===== src/rtl/rtl_settings_pkg.sv =====
// Shared AMM widths, compare-entry bundle and scheduler state type.
// Also holds the LFSR helper used to advance random data seeds.
package rtl_settings_pkg;

    localparam int AMM_ADDR_W    = 16;
    localparam int AMM_BURST_W   = 4;
    localparam int AMM_MAX_BURST = 1 << (AMM_BURST_W - 1);

    typedef enum logic {
        FIX_DATA = 1'b0,
        RND_DATA = 1'b1
    } data_mode_t;

    typedef struct packed {
        logic [AMM_ADDR_W-1:0]  start_addr;
        logic [AMM_BURST_W-1:0] words_count;
        logic [1:0]             start_off;
        logic [1:0]             end_off;
        logic [7:0]             data_ptrn;
        data_mode_t             data_mode;
    } cmp_struct_t;

    typedef enum logic [1:0] {
        IDLE,
        ISSUE,
        DRAIN,
        ABORT
    } sched_state_t;

    function automatic logic [7:0] lfsr_step(input logic [7:0] p);
        return {p[6:0], p[6] ^ p[1] ^ p[0]};
    endfunction

    // One LFSR step per word of the burst.
    function automatic logic [7:0] lfsr_adv(
        input logic [7:0]             p,
        input logic [AMM_BURST_W-1:0] n
    );
        logic [7:0] v;
        v = p;
        for (int i = 0; i < AMM_MAX_BURST; i++) begin
            if (i < int'(n)) v = lfsr_step(v);
        end
        return v;
    endfunction

endpackage


===== src/rtl/outstanding_cnt.sv =====
// In-flight read word and compare-entry accounting.
// Entries retire when the last beat of the oldest burst returns.
module outstanding_cnt
    import rtl_settings_pkg::*;
#(
    parameter int MAX_OUTSTANDING = 8,
    parameter int CMP_DEPTH       = 4
) (
    input  logic                                 clk_i,
    input  logic                                 srst_n_i,
    input  logic                                 clr_i,
    input  logic                                 push_i,
    input  logic [AMM_BURST_W-1:0]               push_len_i,
    input  logic                                 beat_i,
    output logic [$clog2(MAX_OUTSTANDING+1)-1:0] words_o,
    output logic [$clog2(MAX_OUTSTANDING+1)-1:0] words_nxt_o,
    output logic [$clog2(CMP_DEPTH+1)-1:0]       entries_nxt_o
);

    localparam int WW = $clog2(MAX_OUTSTANDING + 1);
    localparam int EW = $clog2(CMP_DEPTH + 1);
    localparam int PW = (CMP_DEPTH > 1) ? $clog2(CMP_DEPTH) : 1;

    logic [AMM_BURST_W-1:0] r_len [CMP_DEPTH];
    logic [PW-1:0]          r_wp;
    logic [PW-1:0]          r_rp;
    logic [WW-1:0]          r_words;
    logic [EW-1:0]          r_ent;
    logic [AMM_BURST_W-1:0] r_beat;

    logic          w_beat;
    logic          w_pop;
    logic [PW-1:0] w_wp_inc;
    logic [PW-1:0] w_rp_inc;

    // Beats with nothing in flight are dropped so the count cannot wrap.
    assign w_beat   = beat_i && (r_words != '0);
    assign w_pop    = w_beat
                   && ((r_beat + AMM_BURST_W'(1)) == r_len[r_rp]);
    assign w_wp_inc = (r_wp == PW'(CMP_DEPTH - 1)) ? '0 : r_wp + PW'(1);
    assign w_rp_inc = (r_rp == PW'(CMP_DEPTH - 1)) ? '0 : r_rp + PW'(1);

    assign words_nxt_o   = r_words
                         + (push_i ? WW'(push_len_i) : '0)
                         - (w_beat ? WW'(1) : '0);
    assign entries_nxt_o = r_ent + EW'(push_i) - EW'(w_pop);
    assign words_o       = r_words;

    always_ff @(posedge clk_i) begin
        if (push_i) r_len[r_wp] <= push_len_i;
    end

    always_ff @(posedge clk_i) begin
        if (!srst_n_i || clr_i) begin
            r_wp    <= '0;
            r_rp    <= '0;
            r_words <= '0;
            r_ent   <= '0;
            r_beat  <= '0;
        end else begin
            r_words <= words_nxt_o;
            r_ent   <= entries_nxt_o;
            if (push_i) r_wp <= w_wp_inc;
            if (w_pop) begin
                r_rp   <= w_rp_inc;
                r_beat <= '0;
            end else if (w_beat) begin
                r_beat <= r_beat + AMM_BURST_W'(1);
            end
        end
    end

endmodule


===== src/rtl/rd_burst_sched.sv =====
// AMM read burst scheduler feeding compare entries.
// Define SCHED_STATS_EN to add bursts_o/stall_o statistics.
module rd_burst_sched
    import rtl_settings_pkg::*;
#(
    parameter int MAX_OUTSTANDING = 8,
    parameter int CMP_DEPTH       = 4
) (
    input  logic                   clk_i,
    input  logic                   srst_n_i,
    input  logic                   start_i,
    input  logic [AMM_ADDR_W-1:0]  base_addr_i,
    input  logic [31:0]            test_words_i,
    input  logic [AMM_BURST_W-1:0] burst_len_i,
    input  logic [7:0]             data_ptrn_i,
    input  data_mode_t             data_mode_i,
    output logic                   read_o,
    output logic [AMM_ADDR_W-1:0]  address_o,
    output logic [AMM_BURST_W-1:0] burstcount_o,
    input  logic                   waitrequest_i,
    input  logic                   readdatavalid_i,
    output logic                   cmp_en_o,
    output cmp_struct_t            cmp_struct_o,
    input  logic                   cmp_busy_i,
    input  logic                   cmp_error_i,
    output logic                   busy_o,
    output logic                   done_o,
    output logic                   error_o
`ifdef SCHED_STATS_EN
    ,
    output logic [31:0]            bursts_o,
    output logic [31:0]            stall_o
`endif
);

    localparam int WW = $clog2(MAX_OUTSTANDING + 1);
    localparam int EW = $clog2(CMP_DEPTH + 1);

    sched_state_t           r_state;
    logic                   r_read;
    logic [AMM_ADDR_W-1:0]  r_addr;
    logic [AMM_BURST_W-1:0] r_bcnt;
    logic [31:0]            r_rem;
    logic [AMM_BURST_W-1:0] r_blen;
    logic [7:0]             r_ptrn;
    data_mode_t             r_mode;
    logic                   r_done;
    logic                   r_err;

    logic                   w_start;
    logic                   w_accept;
    logic [WW-1:0]          w_words;
    logic [WW-1:0]          w_words_nxt;
    logic [EW-1:0]          w_ent_nxt;
    logic [AMM_ADDR_W-1:0]  w_addr_nxt;
    logic [31:0]            w_rem_nxt;
    logic [AMM_BURST_W-1:0] w_size;
    logic [7:0]             w_ptrn_nxt;
    logic                   w_fit;

    assign w_start  = (r_state == IDLE) && start_i;
    assign w_accept = r_read && !waitrequest_i;

    outstanding_cnt #(
        .MAX_OUTSTANDING(MAX_OUTSTANDING),
        .CMP_DEPTH      (CMP_DEPTH)
    ) u_cnt (
        .clk_i        (clk_i),
        .srst_n_i     (srst_n_i),
        .clr_i        (w_start),
        .push_i       (w_accept),
        .push_len_i   (r_bcnt),
        .beat_i       (readdatavalid_i),
        .words_o      (w_words),
        .words_nxt_o  (w_words_nxt),
        .entries_nxt_o(w_ent_nxt)
    );

    // Next command is sized against post-acceptance counts for back-to-back issue.
    assign w_addr_nxt = w_accept ? r_addr + AMM_ADDR_W'(r_bcnt) : r_addr;
    assign w_rem_nxt  = w_accept ? r_rem - 32'(r_bcnt) : r_rem;
    assign w_size     = (w_rem_nxt < 32'(r_blen))
                      ? w_rem_nxt[AMM_BURST_W-1:0] : r_blen;
    assign w_fit      = (32'(w_words_nxt) + 32'(w_size)
                         <= 32'(MAX_OUTSTANDING))
                     && (32'(w_ent_nxt) < 32'(CMP_DEPTH));
    assign w_ptrn_nxt = (w_accept && r_mode == RND_DATA)
                      ? lfsr_adv(r_ptrn, r_bcnt) : r_ptrn;

    always_ff @(posedge clk_i) begin
        if (!srst_n_i) begin
            r_state <= IDLE;
            r_read  <= 1'b0;
            r_addr  <= '0;
            r_bcnt  <= '0;
            r_rem   <= '0;
            r_blen  <= '0;
            r_ptrn  <= '0;
            r_mode  <= FIX_DATA;
            r_done  <= 1'b0;
            r_err   <= 1'b0;
        end else begin
            r_done <= 1'b0;
            unique case (r_state)
                IDLE: begin
                    if (start_i) begin
                        r_addr  <= base_addr_i;
                        r_rem   <= test_words_i;
                        r_blen  <= (burst_len_i == '0)
                                 ? AMM_BURST_W'(1) : burst_len_i;
                        r_ptrn  <= data_ptrn_i;
                        r_mode  <= data_mode_i;
                        r_err   <= 1'b0;
                        r_read  <= 1'b0;
                        r_state <= (test_words_i == 32'd0) ? DRAIN : ISSUE;
                    end
                end
                ISSUE: begin
                    if (cmp_error_i) r_err <= 1'b1;
                    if (!(r_read && waitrequest_i)) begin
                        r_addr <= w_addr_nxt;
                        r_rem  <= w_rem_nxt;
                        r_ptrn <= w_ptrn_nxt;
                        if (r_err || cmp_error_i) begin
                            r_read  <= 1'b0;
                            r_state <= ABORT;
                        end else if (w_rem_nxt == 32'd0) begin
                            r_read  <= 1'b0;
                            r_state <= DRAIN;
                        end else begin
                            r_read <= w_fit;
                            r_bcnt <= w_size;
                        end
                    end
                end
                DRAIN: begin
                    if (w_words == '0 && !cmp_busy_i) begin
                        r_done  <= 1'b1;
                        r_state <= IDLE;
                    end
                end
                ABORT: begin
                    if (w_words == '0) begin
                        r_done  <= 1'b1;
                        r_state <= IDLE;
                    end
                end
                default: r_state <= IDLE;
            endcase
        end
    end

    assign read_o       = r_read;
    assign address_o    = r_addr;
    assign burstcount_o = r_bcnt;
    assign cmp_en_o     = w_accept;
    assign busy_o       = (r_state != IDLE);
    assign done_o       = r_done;
    assign error_o      = r_err;

    assign cmp_struct_o.start_addr  = r_addr;
    assign cmp_struct_o.words_count = r_bcnt - AMM_BURST_W'(1);
    assign cmp_struct_o.start_off   = 2'd0;
    assign cmp_struct_o.end_off     = 2'd0;
    assign cmp_struct_o.data_ptrn   = r_ptrn;
    assign cmp_struct_o.data_mode   = r_mode;

`ifdef SCHED_STATS_EN
    logic [31:0] r_bursts;
    logic [31:0] r_stall;

    always_ff @(posedge clk_i) begin
        if (!srst_n_i || w_start) begin
            r_bursts <= '0;
            r_stall  <= '0;
        end else begin
            if (w_accept && r_bursts != '1) r_bursts <= r_bursts + 32'd1;
            if (r_read && waitrequest_i && r_stall != '1)
                r_stall <= r_stall + 32'd1;
        end
    end

    assign bursts_o = r_bursts;
    assign stall_o  = r_stall;
`endif

endmodule


===== config.mk =====
export PLATFORM = sky130hd
export DESIGN_NAME = rd_burst_sched
export DESIGN_NICKNAME = d
export VERILOG_FILES = /design/src/rtl/rtl_settings_pkg.sv /design/src/rtl/outstanding_cnt.sv /design/src/rtl/rd_burst_sched.sv
export SDC_FILE = /design/constraint.sdc
export NUM_CORES = 1
export LEC_CHECK = 0
export ABC_AREA = 0
export CAP_MARGIN = 20
export CORE_MARGIN = 1
export CORE_UTILIZATION = 59
export CTS_CLUSTER_DIAMETER = 50
export DETAILED_ROUTE_END_ITERATION = 10
export GPL_TIMING_DRIVEN = 1
export PLACE_DENSITY = 0.87
export SLEW_MARGIN = 10
export SYNTH_ARGS = -nofsm -noshare
export SYNTH_HDL_FRONTEND = slang
export SYNTH_SLANG_ARGS = --single-unit

===== constraint.sdc =====
create_clock -name clk_i -period 13.7 [get_ports clk_i]
set_input_delay 1.37 -clock clk_i [delete_from_list [all_inputs] [get_ports clk_i]]
set_output_delay 1.37 -clock clk_i [all_outputs]
set_load 0.05 [all_outputs]

# Word-level counts from Yosys, hierarchy flattened
# Memory sizes are Yosys's and may differ from the RTL's. A register that Yosys moved wholly into a read port is not among the register bits.
# Index checks and enable logic that the tools add are counted.
# Widths: inputs -> output; s select.
# totals
input_bits	68
wordCells	151
n_memories	1
regBits	85
out_inout_bits	58
ramBits	16
# classes
n_mux	48
bitwise	19
n_addsub	11
n_lt_le_gt_ge	11
eq_ne	15
n_reduce_logical	30
# memory_table
memory	words	word_bits	read_ports	rd_ports_with_merged_regs	write_ports	line_no	text
u_cnt.r_len	4	4	1	1	1	outstanding_cnt.sv:24	logic [AMM_BURST_W-1:0] r_len [CMP_DEPTH];
# op_table
op	count
$mux 32	3
$mux 8	11
$logic_not 32->1	2
$pmux 32 s2	1
$mux 16	3
$lt 32x4->1	1
$pmux 16 s2	1
$sub 32x4->32	1
$mux 2	11
$add 16x4->16	1
$lt 3x4->1 const A	4
$pmux 8 s2	1
$xor 1x1->1	16
$mux 4	3
$ne 2x2->1 const B	6
$reduce_and 4->1	3
$mux 1	10
$reduce_and 5->1	2
$ne 9x9->1 const B	1
$eq 2x2->1 const B	4
$logic_and 1x1->1	8
$logic_not 4->1	2
$lt 1x4->1 const A	2
$lt 2x4->1 const A	2
other kinds (25)	35

# Logic depth before layout (Yosys ltp)
# Gate-level depths: netlist of run 1.
# depth
word_depth	27
mapped_depth	23
mapped_depth_nobuf	22

# Hierarchy
# Synthesis of run 1 repeated with hierarchy kept, for this count alone.
# unflattened
hier_cells	997
area_unflattened_um2	7847.5
# by_module_without_submodules
module	area_each_um2	n_inst	cells_per_inst	seq_area_each_um2
rd_burst_sched	6214.7	1	869	1401.3
outstanding_cnt	1632.8	1	128	820.8

# Least setup slack after synthesis of run 1
# No wires, ideal clock.
# synth_path
kind	reg2reg
startpoint	reg r_bcnt[3] (netlist: burstcount_o[3])
endpoint	reg r_read (netlist: read_o)
path_slack_ps	7935
path_stages_with_launch	22
path_buffers	2
arrival_ps	5638
t_required_ps	13572
cell_sequence	dfxtp_1 -> clkbuf_1 -> clkinv_1 -> ha_1 -> or4b_1 -> buf_2 -> or2_4 -> nor3_1 -> xor2_1 -> or4_1 -> nor4_2 -> nand4_1 -> a2111oi_4 -> mux2_2 -> ha_1 -> inv_1 -> fa_1 -> nor3b_1 -> o2111ai_1 -> nor3_1 -> a21oi_1 -> nor2_1
# synth_between
elab_chain_cells	11
word_cells_on_any_way	15
cone_classes	4 x add/sub; 2 x order compare; 7 x mux; 2 x reduce/logical
# synth_lines
element	line_no	text
from (decl)	rd_burst_sched.sv:42	logic [AMM_BURST_W-1:0] r_bcnt;
from (signal assigned)	rd_burst_sched.sv:132	r_bcnt <= w_size;
$sub 32x4->32	rd_burst_sched.sv:81	assign w_rem_nxt = w_accept ? r_rem - 32'(r_bcnt) : r_rem;
$mux 32	rd_burst_sched.sv:81	
$lt 32x4->1	rd_burst_sched.sv:82	assign w_size = (w_rem_nxt < 32'(r_blen))
$mux 4	rd_burst_sched.sv:83	? w_rem_nxt[AMM_BURST_W-1:0] : r_blen;
via w_size[0]	rd_burst_sched.sv:57	logic [AMM_BURST_W-1:0] w_size;
$add 4x4->5	rd_burst_sched.sv:84	assign w_fit = (32'(w_words_nxt) + 32'(w_size)
$le 5x4->1	rd_burst_sched.sv:85	<= 32'(MAX_OUTSTANDING))
$logic_and 1x1->1	rd_burst_sched.sv:86	&& (32'(w_ent_nxt) < 32'(CMP_DEPTH));
$mux 1	rd_burst_sched.sv:127	end else if (w_rem_nxt == 32'd0) begin
$mux 1	rd_burst_sched.sv:124	if (r_err || cmp_error_i) begin
$mux 1	rd_burst_sched.sv:120	if (!(r_read && waitrequest_i)) begin
$pmux 1 s2	rd_burst_sched.sv:104	unique case (r_state)
to (signal assigned)	rd_burst_sched.sv:131	r_read <= w_fit;
to (decl)	rd_burst_sched.sv:40	logic r_read;
# The timed path passes the listed nets, and every way through them passes these cells. The select of a mux whose other input is x is not followed.
# A chain may end at the register's enable or synchronous reset.

# Final worst setup path of run 1
# layout_path
startpoint	in waitrequest_i
endpoint	reg r_read (netlist: read_o)
# layout_between
elab_chain_cells	12
word_cells_on_any_way	22
cone_classes	5 x add/sub; 3 x order compare; 1 x eq/ne; 7 x mux; 6 x reduce/logical
# layout_lines
element	line_no	text
from (decl)	rd_burst_sched.sv:20	input logic waitrequest_i,
$logic_not 1->1 (*)	rd_burst_sched.sv:62	assign w_accept = r_read && !waitrequest_i;
$logic_and 1x1->1 (*)	rd_burst_sched.sv:62	
$mux 32 (*)	rd_burst_sched.sv:81	
$lt 32x4->1	rd_burst_sched.sv:82	
$mux 4 (*)	rd_burst_sched.sv:83	
via w_size[1]	rd_burst_sched.sv:57	
$add 4x4->5 (*)	rd_burst_sched.sv:84	
$le 5x4->1 (*)	rd_burst_sched.sv:85	
$logic_and 1x1->1 (*)	rd_burst_sched.sv:86	
$mux 1 (*)	rd_burst_sched.sv:127	
$mux 1 (*)	rd_burst_sched.sv:124	
$mux 1 (*)	rd_burst_sched.sv:120	
$pmux 1 s2 (*)	rd_burst_sched.sv:104	
# The timed path passes the listed nets; every way through them passes the cells marked *. The select of a mux whose other input is x is not followed.

==> impl_metrics.env, run 1 <==
export IMPL_synth_warnings=0
export IMPL_numCtsBuffers=9
export IMPL_crit_arrival_ns=6.78
export IMPL_ys_ff_latch=103
export IMPL_async_flop_share_pct=0
export IMPL_cts_buffer_depth=2
export IMPL_drv_slew=0
export IMPL_r2r_cells=21
export IMPL_syn_cell_area_um2=7650
export IMPL_cts_clk_slew_worst_paths_ns=0.07
export IMPL_die_area_um2=13400
export IMPL_wl_met3_um=2420
export IMPL_hold_buffers=0
export IMPL_worstHoldPathCells=2
export IMPL_status="completed"
export IMPL_cts_tree="built"
export IMPL_fin_crit_ns=6.49
export IMPL_synthCells=993
export IMPL_yosysTopAreaCell="dfxtp_1"
export IMPL_start_kind="input pin"
export IMPL_port_buffers=121
export IMPL_cap_viol_max_count=0
export IMPL_fill_cells=1006
export IMPL_wl_met1_um=9300
export IMPL_cts_root_buffer_cell="clkbuf_16"
export IMPL_multi_input_area_um2=4900
export IMPL_crit_family="simple AND/OR/NAND/NOR gates"
export IMPL_wl_um=23000
export IMPL_h_tree_depth=3
export IMPL_worstHoldStart="r_rem[0]$_SDFFE_PN0P_"
export IMPL_cts_resized=0
export IMPL_synth_area_leaders="dfxtp_1, edfxtp_1, a21oi_1"
export IMPL_peakVddDrop_v=0.000162
export IMPL_n_antenna_cell=0
export IMPL_setup_tns_ns=0
export IMPL_postRouteAntennaNets=0
export IMPL_worst_path_buf_inv=2
export IMPL_dp_hpwl_um=15700
export IMPL_vias=8010
export IMPL_worst_setup_path_end_kind="flip-flop"
export IMPL_crit_path_top_delay_cell="or4b_1"
export IMPL_syn_area_per_cell_um2=7.70
export IMPL_slowest_delay_ns=0.65
export IMPL_wl_met2_um=10500
export IMPL_nets=1162
export IMPL_globalRouteOverflowTotal=0
export IMPL_yosys_top_cells_count="nor2_1, nand2_1, dfxtp_1"
export IMPL_wl_per_cell_um=18.6
export IMPL_synth_edf_count=16
export IMPL_min_path_type="reg -> reg"
export IMPL_drt_iter0_drc=1232
export IMPL_hold_path_end="r_rem[0]$_SDFFE_PN0P_"
export IMPL_p_leak_nw=3.22
export IMPL_vias_per_cell=6.49
export IMPL_hold_violations=0
export IMPL_rrSetupSlack_ns=7.47
export IMPL_cp_cell_sequence="clkdlybuf4s50_1 -> or4b_1 -> or2_4 -> nor3_1 -> xor2_1 -> or4_1 -> nor4_2 -> nand4_1 -> a2111oi_4 -> mux2i_1 -> inv_1 -> ha_1 -> a21o_1 -> a21oi_1 -> xor2_1 -> o2111ai_1 -> nor3_1 -> a21oi_1 -> nor2_1"
export IMPL_clock_sinks=103
export IMPL_cts_setup_buffers=0
export IMPL_cp_max_fo=7
export IMPL_layout_setup_ws_ns=7.21
export IMPL_std_cell_rows=41
export IMPL_final_area_um2=9080
export IMPL_tightest_slew_ns=1.02
export IMPL_yosysMostFrequentCell="nor2_1"
export IMPL_layout_area_seq_um2=2220
export IMPL_grt_start_max_net_pins=60
export IMPL_drt_pass1_iter_count=8
export IMPL_grt_usage_pct=34.3
export IMPL_pre_cts_slack_ns=6.96
export IMPL_dpl_instance_area_um2=8780
export IMPL_place_congestion=0.968
export IMPL_power_density_nw_per_um2=231
export IMPL_worstReg2RegStart="burstcount_o[3]$_SDFFE_PN0P_"
export IMPL_grt_pass1_vias=7305
export IMPL_drc=0
export IMPL_boundaryPins=126
export IMPL_synth_seq_area_share_pct=29.1
export IMPL_drive_gt1_share_pct=5.27
export IMPL_dr_max_layer_used="met4"
export IMPL_fin_crit_sh_pct=47.4
export IMPL_critical_path_class="in -> reg"
export IMPL_ys_flop_type="dfxtp_1"
export IMPL_start_util_pct=60.6
export IMPL_required_ns=13.99
export IMPL_areaGrowthSynthToFinish_pct=18.7
export IMPL_timing_fmax_mhz=154
export IMPL_grt_antenna_before_repair=0
export IMPL_synth_cell_types=79
export IMPL_rsz0062_at_grt="no"
export IMPL_grt_pass1_wl_um=36000
export IMPL_fp_dieH_um=116
export IMPL_die_w_um=116
export IMPL_maxSlewHeadroom_pct=31.6
export IMPL_setup_violations=0
export IMPL_skew_ns=0.00846
export IMPL_clkLatencyLatePin_ns=0.36
export IMPL_coreArea_um2=12600
export IMPL_r2r_end="read_o$_SDFFE_PN0P_"
export IMPL_synth_top_area_share_pct=22.8
[through the flow]
step           std cells  hold slack [ns]  power, mW  util [%]
2_1_floorplan        996            0.445       1.48         -
4_1_cts             1232            0.477       2.06      71.7
3_5_place_dp        1216            0.467       1.81      69.6
3_3_place_gp        1216            0.457       1.79      69.6
5_1_grt             1234            0.507       2.22      71.9
6_report            1234            0.477       2.10      71.9
[per-layer routing]
layer  up-vias  global-route usage (%)
li1       3730                       -
met1      3708                    44.1
met2       493                    55.5
met3        79                    6.59
met4         0                    16.5
met5         -                       0
[worst max path at each step]
stage	start	to	slack, ns	cells past startpoint
global placement	waitrequest_i	read_o$_SDFFE_PN0P_	7.13	18
CTS	waitrequest_i	read_o$_SDFFE_PN0P_	7.32	18
floorplan	burstcount_o[3]$_SDFFE_PN0P_	read_o$_SDFFE_PN0P_	7.93	21
detailed placement	waitrequest_i	read_o$_SDFFE_PN0P_	6.96	18
global route	waitrequest_i	read_o$_SDFFE_PN0P_	6.89	19
finish	waitrequest_i	read_o$_SDFFE_PN0P_	7.21	19
[layout make-up]
type,count,area share [%]
flip-flops and latches,103,24.5
clock inverters,6,0.386
clock buffers,10,2.52
multi-input cells,764,54.0
well taps,172,2.37
inverters,49,2.03
repair buffers,130,14.3
[cells in the final DEF (no fill, tap or decap), drive strengths merged, types with 5 or more instances in the layout]
master         synthesis  final
clkdlybuf4s50          0    121
nor2                  98     98
nand2                 96     96
dfxtp                 87     87
a21oi                 85     85
o21ai                 80     80
inv                   45     47
nor3                  32     32
ha                    32     32
xnor2                 27     27
nand3                 27     27
a211oi                24     24
xor2                  19     19
o22ai                 18     18
nor4                  18     18
edfxtp                16     16
nand2b                14     14
o221ai                12     12
a31oi                 11     11
mux2i                 11     11
o31ai                 11     11
clkbuf                52     10
o21a                   9      9
buf                   28      9
o211ai                 8      8
clkinv                 4      8
nor2b                  6      6
a22oi                  6      6
and3                   6      6
a221oi                 6      6
or3b                   6      6
or2                    6      6
a311oi                 6      6
a21o                   5      5
or4                    5      5
nand4                  5      5
and2                   5      5
fa                     5      5
[logic make-up (layout without fill, tap and decap cells)]
| kind of cell | count (synthesis) | count (layout) | share of synthesized area, % |
|---|---|---|---|
| xor gates and xnor gates | 47 | 47 | 5.56 |
| DFF | 103 | 103 | 29.1 |
| AOI/OAI and AO/OA | 318 | 318 | 26.8 |
| muxes | 19 | 19 | 3.21 |
| other | 1 | 4 | 0.0490 |
| adders and majority gates | 39 | 39 | 6.81 |
| and+or+nand+nor | 337 | 337 | 21.1 |
| buffers and inverters | 129 | 195 | 7.43 |
[state kept, by name, summed over array words and instances (netlist names), named ones only]
register	flops
u_cnt.r_rp	2
u_cnt.r_beat	4
r_state	2
r_blen	4
u_cnt.words_o	4
done_o	1
u_cnt.r_len	16
error_o	1
address_o	16
read_o	1
r_ptrn	8
r_mode	1
u_cnt.r_ent	3
u_cnt.r_wp	2
r_rem	32
burstcount_o	4
[where the power goes]
| part | leakage (nW) | switching [mW] | internal [mW] | total (mW) |
|---|---|---|---|---|
| Sequential | 0.863 | 0.145 | 0.390 | 0.535 |
| Clock | 0.132 | 0.123 | 0.123 | 0.247 |
| Combinational | 2.23 | 0.830 | 0.486 | 1.32 |
| Total | 3.22 | 1.10 | 0.999 | 2.10 |
[worst reg2reg max path: stages (launching register included)]
cell,delay [ns]
dfxtp_1,0.32
buf_4,0.30
clkinv_1,0.36
ha_1,0.33
or4b_1,0.63
or2_4,0.31
nor3_1,0.45
xor2_1,0.13
or4_1,0.56
nor4_2,0.17
nand4_1,0.26
a2111oi_4,0.55
mux2i_1,0.41
inv_1,0.09
ha_1,0.31
a21o_1,0.15
a21oi_1,0.17
xor2_1,0.16
o2111ai_1,0.15
nor3_1,0.19
a21oi_1,0.06
nor2_1,0.11
No activity file was read; power rests on OpenSTA's default activity.
==> run 2: changes to the inputs <==
--- a/config.mk
+++ b/config.mk
@@ -8,11 +8,11 @@
 export ABC_AREA = 0
 export CAP_MARGIN = 20
 export CORE_MARGIN = 1
-export CORE_UTILIZATION = 59
+export CORE_UTILIZATION = 55
 export CTS_CLUSTER_DIAMETER = 50
 export DETAILED_ROUTE_END_ITERATION = 10
 export GPL_TIMING_DRIVEN = 1
-export PLACE_DENSITY = 0.87
+export PLACE_DENSITY = 0.82
 export SLEW_MARGIN = 10
 export SYNTH_ARGS = -nofsm -noshare
 export SYNTH_HDL_FRONTEND = slang
==> constraint.sdc (replaced) <==
create_clock -name clk_i -period 6.4 [get_ports clk_i]
set_input_delay 0.64 -clock clk_i [delete_from_list [all_inputs] [get_ports clk_i]]
set_output_delay 0.64 -clock clk_i [all_outputs]
set_load 0.05 [all_outputs]
==> impl_metrics.env, run 2 (synthesized netlist as in run 1, its figures left out) <==
export IMPL_drt_iter0_drc=953
export IMPL_cts_setup_buffers=0
export IMPL_fill_cells=1126
export IMPL_fin_crit_ns=5.72
export IMPL_drive_gt1_share_pct=5.73
export IMPL_cts_clk_slew_worst_paths_ns=0.07
export IMPL_hold_violations=0
export IMPL_cp_max_fo=7
export IMPL_worst_setup_path_end_kind="flip-flop"
export IMPL_dp_hpwl_um=15600
export IMPL_place_congestion=0.953
export IMPL_layout_commonest_cell="clkdlybuf4s50_1"
export IMPL_coreArea_um2=13400
export IMPL_dpl_cell_count=1224
export IMPL_nets=1165
export IMPL_cts_root_buffer_cell="clkbuf_16"
export IMPL_crit_family="simple AND/OR/NAND/NOR gates"
export IMPL_std_cell_rows=42
export IMPL_clock_sinks=103
export IMPL_peakVddDrop_v=0.000293
export IMPL_drt_pass1_iter_count=6
export IMPL_maxSlewHeadroom_pct=35.4
export IMPL_cap_viol_max_count=0
export IMPL_r2r_end="read_o$_SDFFE_PN0P_"
export IMPL_grt_usage_pct=31.9
export IMPL_fp_dieH_um=120
export IMPL_hold_buffers=0
export IMPL_rrSetupSlack_ns=0.92
export IMPL_hold_path_end="r_rem[3]$_SDFFE_PN0P_"
export IMPL_crit_arrival_ns=6.01
export IMPL_drc=0
export IMPL_n_antenna_cell=0
export IMPL_timing_fmax_mhz=175
export IMPL_cts_buffer_depth=2
export IMPL_grt_antenna_before_repair=0
export IMPL_grt_start_max_net_pins=60
export IMPL_crit_path_top_delay_cell="or4b_1"
export IMPL_cts_resized=0
export IMPL_cp_cell_sequence="clkdlybuf4s50_1 -> or4b_1 -> or2_4 -> nor3_1 -> xor2_1 -> or4_1 -> nor4_2 -> nand4_1 -> a2111oi_4 -> mux2i_1 -> inv_1 -> ha_1 -> a21o_1 -> a21oi_1 -> xor2_1 -> o2111ai_1 -> nor3_1 -> a21oi_1 -> nor2_1"
export IMPL_tightest_slew_ns=0.963
export IMPL_postRouteAntennaNets=0
export IMPL_slowest_delay_ns=0.65
export IMPL_mostFrequentLayoutCells="clkdlybuf4s50_1, nor2_1, nand2_1"
export IMPL_h_tree_depth=3
export IMPL_grt_pass1_wl_um=36400
export IMPL_worstHoldStart="r_rem[3]$_SDFFE_PN0P_"
export IMPL_grt_pass1_vias=7181
export IMPL_p_leak_nw=3.25
export IMPL_timing_hold_ws_ns=0.477
export IMPL_start_util_pct=57.1
export IMPL_drv_slew=0
export IMPL_numCtsBuffers=9
export IMPL_setup_tns_ns=0
export IMPL_status="completed"
export IMPL_die_area_um2=14400
export IMPL_pre_cts_slack_ns=0.415
export IMPL_clkLatencyLatePin_ns=0.36
export IMPL_setup_violations=0
export IMPL_cts_tree="built"
export IMPL_vias_per_cell=6.36
export IMPL_port_buffers=121
export IMPL_skew_ns=0.0105
export IMPL_wl_per_cell_um=18.4
export IMPL_wl_um=22800
export IMPL_areaGrowthSynthToFinish_pct=19.3
export IMPL_power_density_nw_per_um2=493
export IMPL_largest_reg_flops=32
export IMPL_r2r_cells=20
export IMPL_required_ns=6.69
export IMPL_critical_path_class="in -> reg"
export IMPL_min_path_type="reg -> reg"
export IMPL_vias=7892
export IMPL_boundaryPins=126
export IMPL_fin_crit_sh_pct=89.3
export IMPL_layout_setup_ws_ns=0.682
export IMPL_worstHoldPathCells=2
export IMPL_globalRouteOverflowTotal=0
export IMPL_worst_path_buf_inv=2
export IMPL_regMostFlops="r_rem"
export IMPL_rsz0062_at_grt="no"
export IMPL_die_w_um=120
export IMPL_start_kind="input pin"
export IMPL_worstReg2RegStart="burstcount_o[3]$_SDFFE_PN0P_"
export IMPL_layout_cells_non_filler=1241
[run 2: how the worst max path moves through the flow]
stage,start,end,slack (ns),cells past startpoint
6_report,waitrequest_i,read_o$_SDFFE_PN0P_,0.68,19
4_1_cts,waitrequest_i,read_o$_SDFFE_PN0P_,0.77,19
3_3_place_gp,waitrequest_i,read_o$_SDFFE_PN0P_,0.60,18
2_1_floorplan,burstcount_o[3]$_SDFFE_PN0P_,read_o$_SDFFE_PN0P_,0.63,21
5_1_grt,waitrequest_i,read_o$_SDFFE_PN0P_,0.34,19
3_5_place_dp,waitrequest_i,read_o$_SDFFE_PN0P_,0.42,19
[run 2: metal layers]
layer  share of wire (%)  routed length, um  global-route usage (%)  up-vias
met3                 9.1               2080                    5.04       48
met5                   0                  0                       0        -
met4                 2.9                671                    12.7        0
met1                  43               9830                    44.5     3678
li1                    -                  -                       -     3743
met2                  45              10200                    48.9      423
[run 2: layout make-up]
cell class,count,area (um^2),share of cell area [%]
clock buffers,12,256,2.81
well taps,176,220,2.41
flip-flops and latches,103,2220,24.4
repair buffers,133,1310,14.4
multi-input cells,764,4900,53.7
inverters,49,184,2.02
clock inverters,4,28.8,0.315
[run 2: report_power, final]
group	switching [mW]	leakage, nW	internal [mW]	total [mW]
combinational	1.77	2.24	1.04	2.81
clock	0.259	0.143	0.288	0.547
sequential	0.303	0.863	0.834	1.14
[run 2: stage by stage]
stage | utilization, % | area, um^2 | power, mW
after floorplan | - | 7660 | 3.18
after global placement | 65.8 | 8820 | 3.84
after detailed placement | 65.8 | 8820 | 3.87
after CTS | 67.9 | 9100 | 4.44
after global routing | 68.1 | 9120 | 4.78
final | 68.1 | 9120 | 4.49
[run 2: worst min-delay path: cells and delay by family, from the launching register on]
kind	cells	cell delay, ns
AOI/OAI and AO/OA	1	0.05
DFF	1	0.33
and+or+nand+nor	1	0.06
==> run 3: changes to the inputs <==
--- a/config.mk
+++ b/config.mk
@@ -8,11 +8,12 @@
 export ABC_AREA = 0
 export CAP_MARGIN = 20
 export CORE_MARGIN = 1
-export CORE_UTILIZATION = 55
+export CORE_UTILIZATION = 56
+export CTS_BUF_LIST = sky130_fd_sc_hd__clkbuf_8
 export CTS_CLUSTER_DIAMETER = 50
 export DETAILED_ROUTE_END_ITERATION = 10
 export GPL_TIMING_DRIVEN = 1
-export PLACE_DENSITY = 0.82
+export PLACE_DENSITY = 0.83
 export SLEW_MARGIN = 10
 export SYNTH_ARGS = -nofsm -noshare
 export SYNTH_HDL_FRONTEND = slang
==> impl_metrics.env, run 3 (synthesized netlist as in run 1, its figures left out) <==
export IMPL_status="completed"
export IMPL_fin_crit_ns=5.57
export IMPL_fin_crit_sh_pct=87.1
export IMPL_die_w_um=119
export IMPL_wl_per_cell_um=18.0
export IMPL_globalRouteOverflowTotal=0
export IMPL_cap_viol_max_count=0
export IMPL_drt_pass1_iter_count=5
export IMPL_vias_per_cell=6.39
export IMPL_cts_tree="built"
export IMPL_setup_violations=0
export IMPL_rsz0062_at_grt="no"
export IMPL_die_area_um2=14100
export IMPL_coreArea_um2=13300
export IMPL_fill_cells=1108
export IMPL_layout_commonest_cell="clkdlybuf4s50_1"
export IMPL_boundaryPins=126
export IMPL_grt_usage_pct=31.6
export IMPL_setup_tns_ns=0
export IMPL_hold_violations=0
export IMPL_regMostFlops="r_rem"
export IMPL_vias=7929
export IMPL_h_tree_depth=3
export IMPL_min_path_type="reg -> reg"
export IMPL_start_kind="flip-flop"
export IMPL_dp_hpwl_um=15900
export IMPL_areaGrowthSynthToFinish_pct=18.2
export IMPL_grt_antenna_before_repair=0
export IMPL_cts_setup_buffers=0
export IMPL_p_sw_share_pct=52.9
export IMPL_drv_slew=0
export IMPL_tightest_slew_ns=1.08
export IMPL_multi_input_area_um2=4900
export IMPL_p_seq_share_pct=26.0
export IMPL_dpl_instance_area_um2=8810
export IMPL_hold_buffers=0
export IMPL_p_total_mw=4.38
export IMPL_clock_sinks=103
export IMPL_switching_power_mw=2.32
export IMPL_cts_clk_slew_worst_paths_ns=0.11
export IMPL_required_ns=6.65
export IMPL_cts_root_buffer_cell="clkbuf_8"
export IMPL_numCtsBuffers=9
export IMPL_crit_arrival_ns=5.82
export IMPL_fp_dieH_um=119
export IMPL_critical_path_class="reg -> reg"
export IMPL_start_util_pct=57.5
export IMPL_n_antenna_cell=0
export IMPL_wl_um=22300
export IMPL_internal_power_mw=2.06
export IMPL_cts_buffer_depth=2
export IMPL_std_cell_rows=42
export IMPL_peakVddDrop_v=0.000309
export IMPL_cp_max_fo=15
export IMPL_clockPowerShare_pct=10.2
export IMPL_clkLatencyLatePin_ns=0.40
export IMPL_maxSlewHeadroom_pct=27.9
export IMPL_port_buffers=121
export IMPL_final_area_um2=9030
export IMPL_p_leak_nw=3.20
export IMPL_drt_iter0_drc=987
export IMPL_p_comb_share_pct=63.8
export IMPL_cts_resized=0
export IMPL_timing_fmax_mhz=179
export IMPL_power_density_nw_per_um2=485
export IMPL_skew_ns=0.0195
export IMPL_largest_reg_flops=32
export IMPL_grt_pass1_wl_um=36100
export IMPL_place_congestion=0.950
export IMPL_worst_setup_path_end_kind="flip-flop"
export IMPL_grt_start_max_net_pins=60
export IMPL_layout_area_seq_um2=2220
export IMPL_drc=0
export IMPL_nets=1164
export IMPL_grt_pass1_vias=7249
export IMPL_mostFrequentLayoutCells="clkdlybuf4s50_1, nor2_1, nand2_1"
export IMPL_drive_gt1_share_pct=5.73
export IMPL_postRouteAntennaNets=0
-- run 3: cell types whose count changed in the layout (fill, tap and decap cells not counted), sizes merged --
cell | before | now
bufinv | 0 | 1
clkbuf | 12 | 9
clkinvlp | 0 | 1
inv | 47 | 49
clkinv | 6 | 5
buf | 12 | 11
-- run 3: worst max-delay path, stage by stage, from the launching register on --
cell	delay [ns]
dfxtp_1	0.72
inv_1	0.26
ha_1	0.35
nor2b_1	0.13
o21a_1	0.19
o21ai_0	0.41
and4b_1	0.40
nand2_1	0.12
nor3_1	0.22
xnor2_1	0.17
nand4_1	0.24
a2111oi_4	0.52
mux2i_1	0.41
inv_1	0.09
ha_1	0.29
a21o_1	0.16
a21oi_1	0.21
xor2_1	0.10
o2111ai_1	0.20
nor3_1	0.06
a21oi_1	0.13
nor2_1	0.05
-- run 3: power groups by stage --
stage	Sequential, mW	Clock [mW]	Combinational, mW
floorplan	1.24	0	1.94
global placement	1.14	0	2.70
detailed placement	1.14	0	2.74
CTS	1.13	0.456	2.75
global route	1.16	0.479	3.03
finish	1.14	0.447	2.80
-- run 3: area by class of cell --
cell class                 count  share of cell area, %
clock buffer                   9                   1.37
sequential                   103                   24.6
tap                          176                   2.44
inverter                      49                   2.04
timing repair buffer         132                   14.4
clock inverter                 7                  0.983
multi-input combinational    764                   54.2
-- run 3: path summary, 6_finish.rpt --
| kind | start | to | slack [ns] | cells after the start |
|---|---|---|---|---|
| setup / recovery | burstcount_o[1]$_SDFFE_PN0P_ | read_o$_SDFFE_PN0P_ | 0.83 | 21 |
| setup reg to reg | burstcount_o[1]$_SDFFE_PN0P_ | read_o$_SDFFE_PN0P_ | 0.83 | 21 |
| hold / removal | r_rem[3]$_SDFFE_PN0P_ | r_rem[3]$_SDFFE_PN0P_ | 0.49 | 2 |
| hold reg to reg | r_rem[3]$_SDFFE_PN0P_ | r_rem[3]$_SDFFE_PN0P_ | 0.49 | 2 |
-- run 3: routing by layer --
layer | up-vias | part of all wire [%] | track usage [%]
met1 | 3635 | 42 | 42.9
met5 | - | 0 | 0
met2 | 480 | 45 | 49.2
met3 | 68 | 10 | 6.18
li1 | 3746 | - | -
met4 | 0 | 3.2 | 12.8
-- run 3: metrics by stage --
stage	setup slack (ns)	utilization, %	cells	hold WS (ns)
floorplan	0.635	-	996	0.445
global placement	0.707	66.3	1223	0.458
detailed placement	0.574	66.3	1223	0.468
CTS	0.912	67.9	1239	0.485
global route	0.495	68.0	1240	0.514
finish	0.826	68.0	1240	0.488
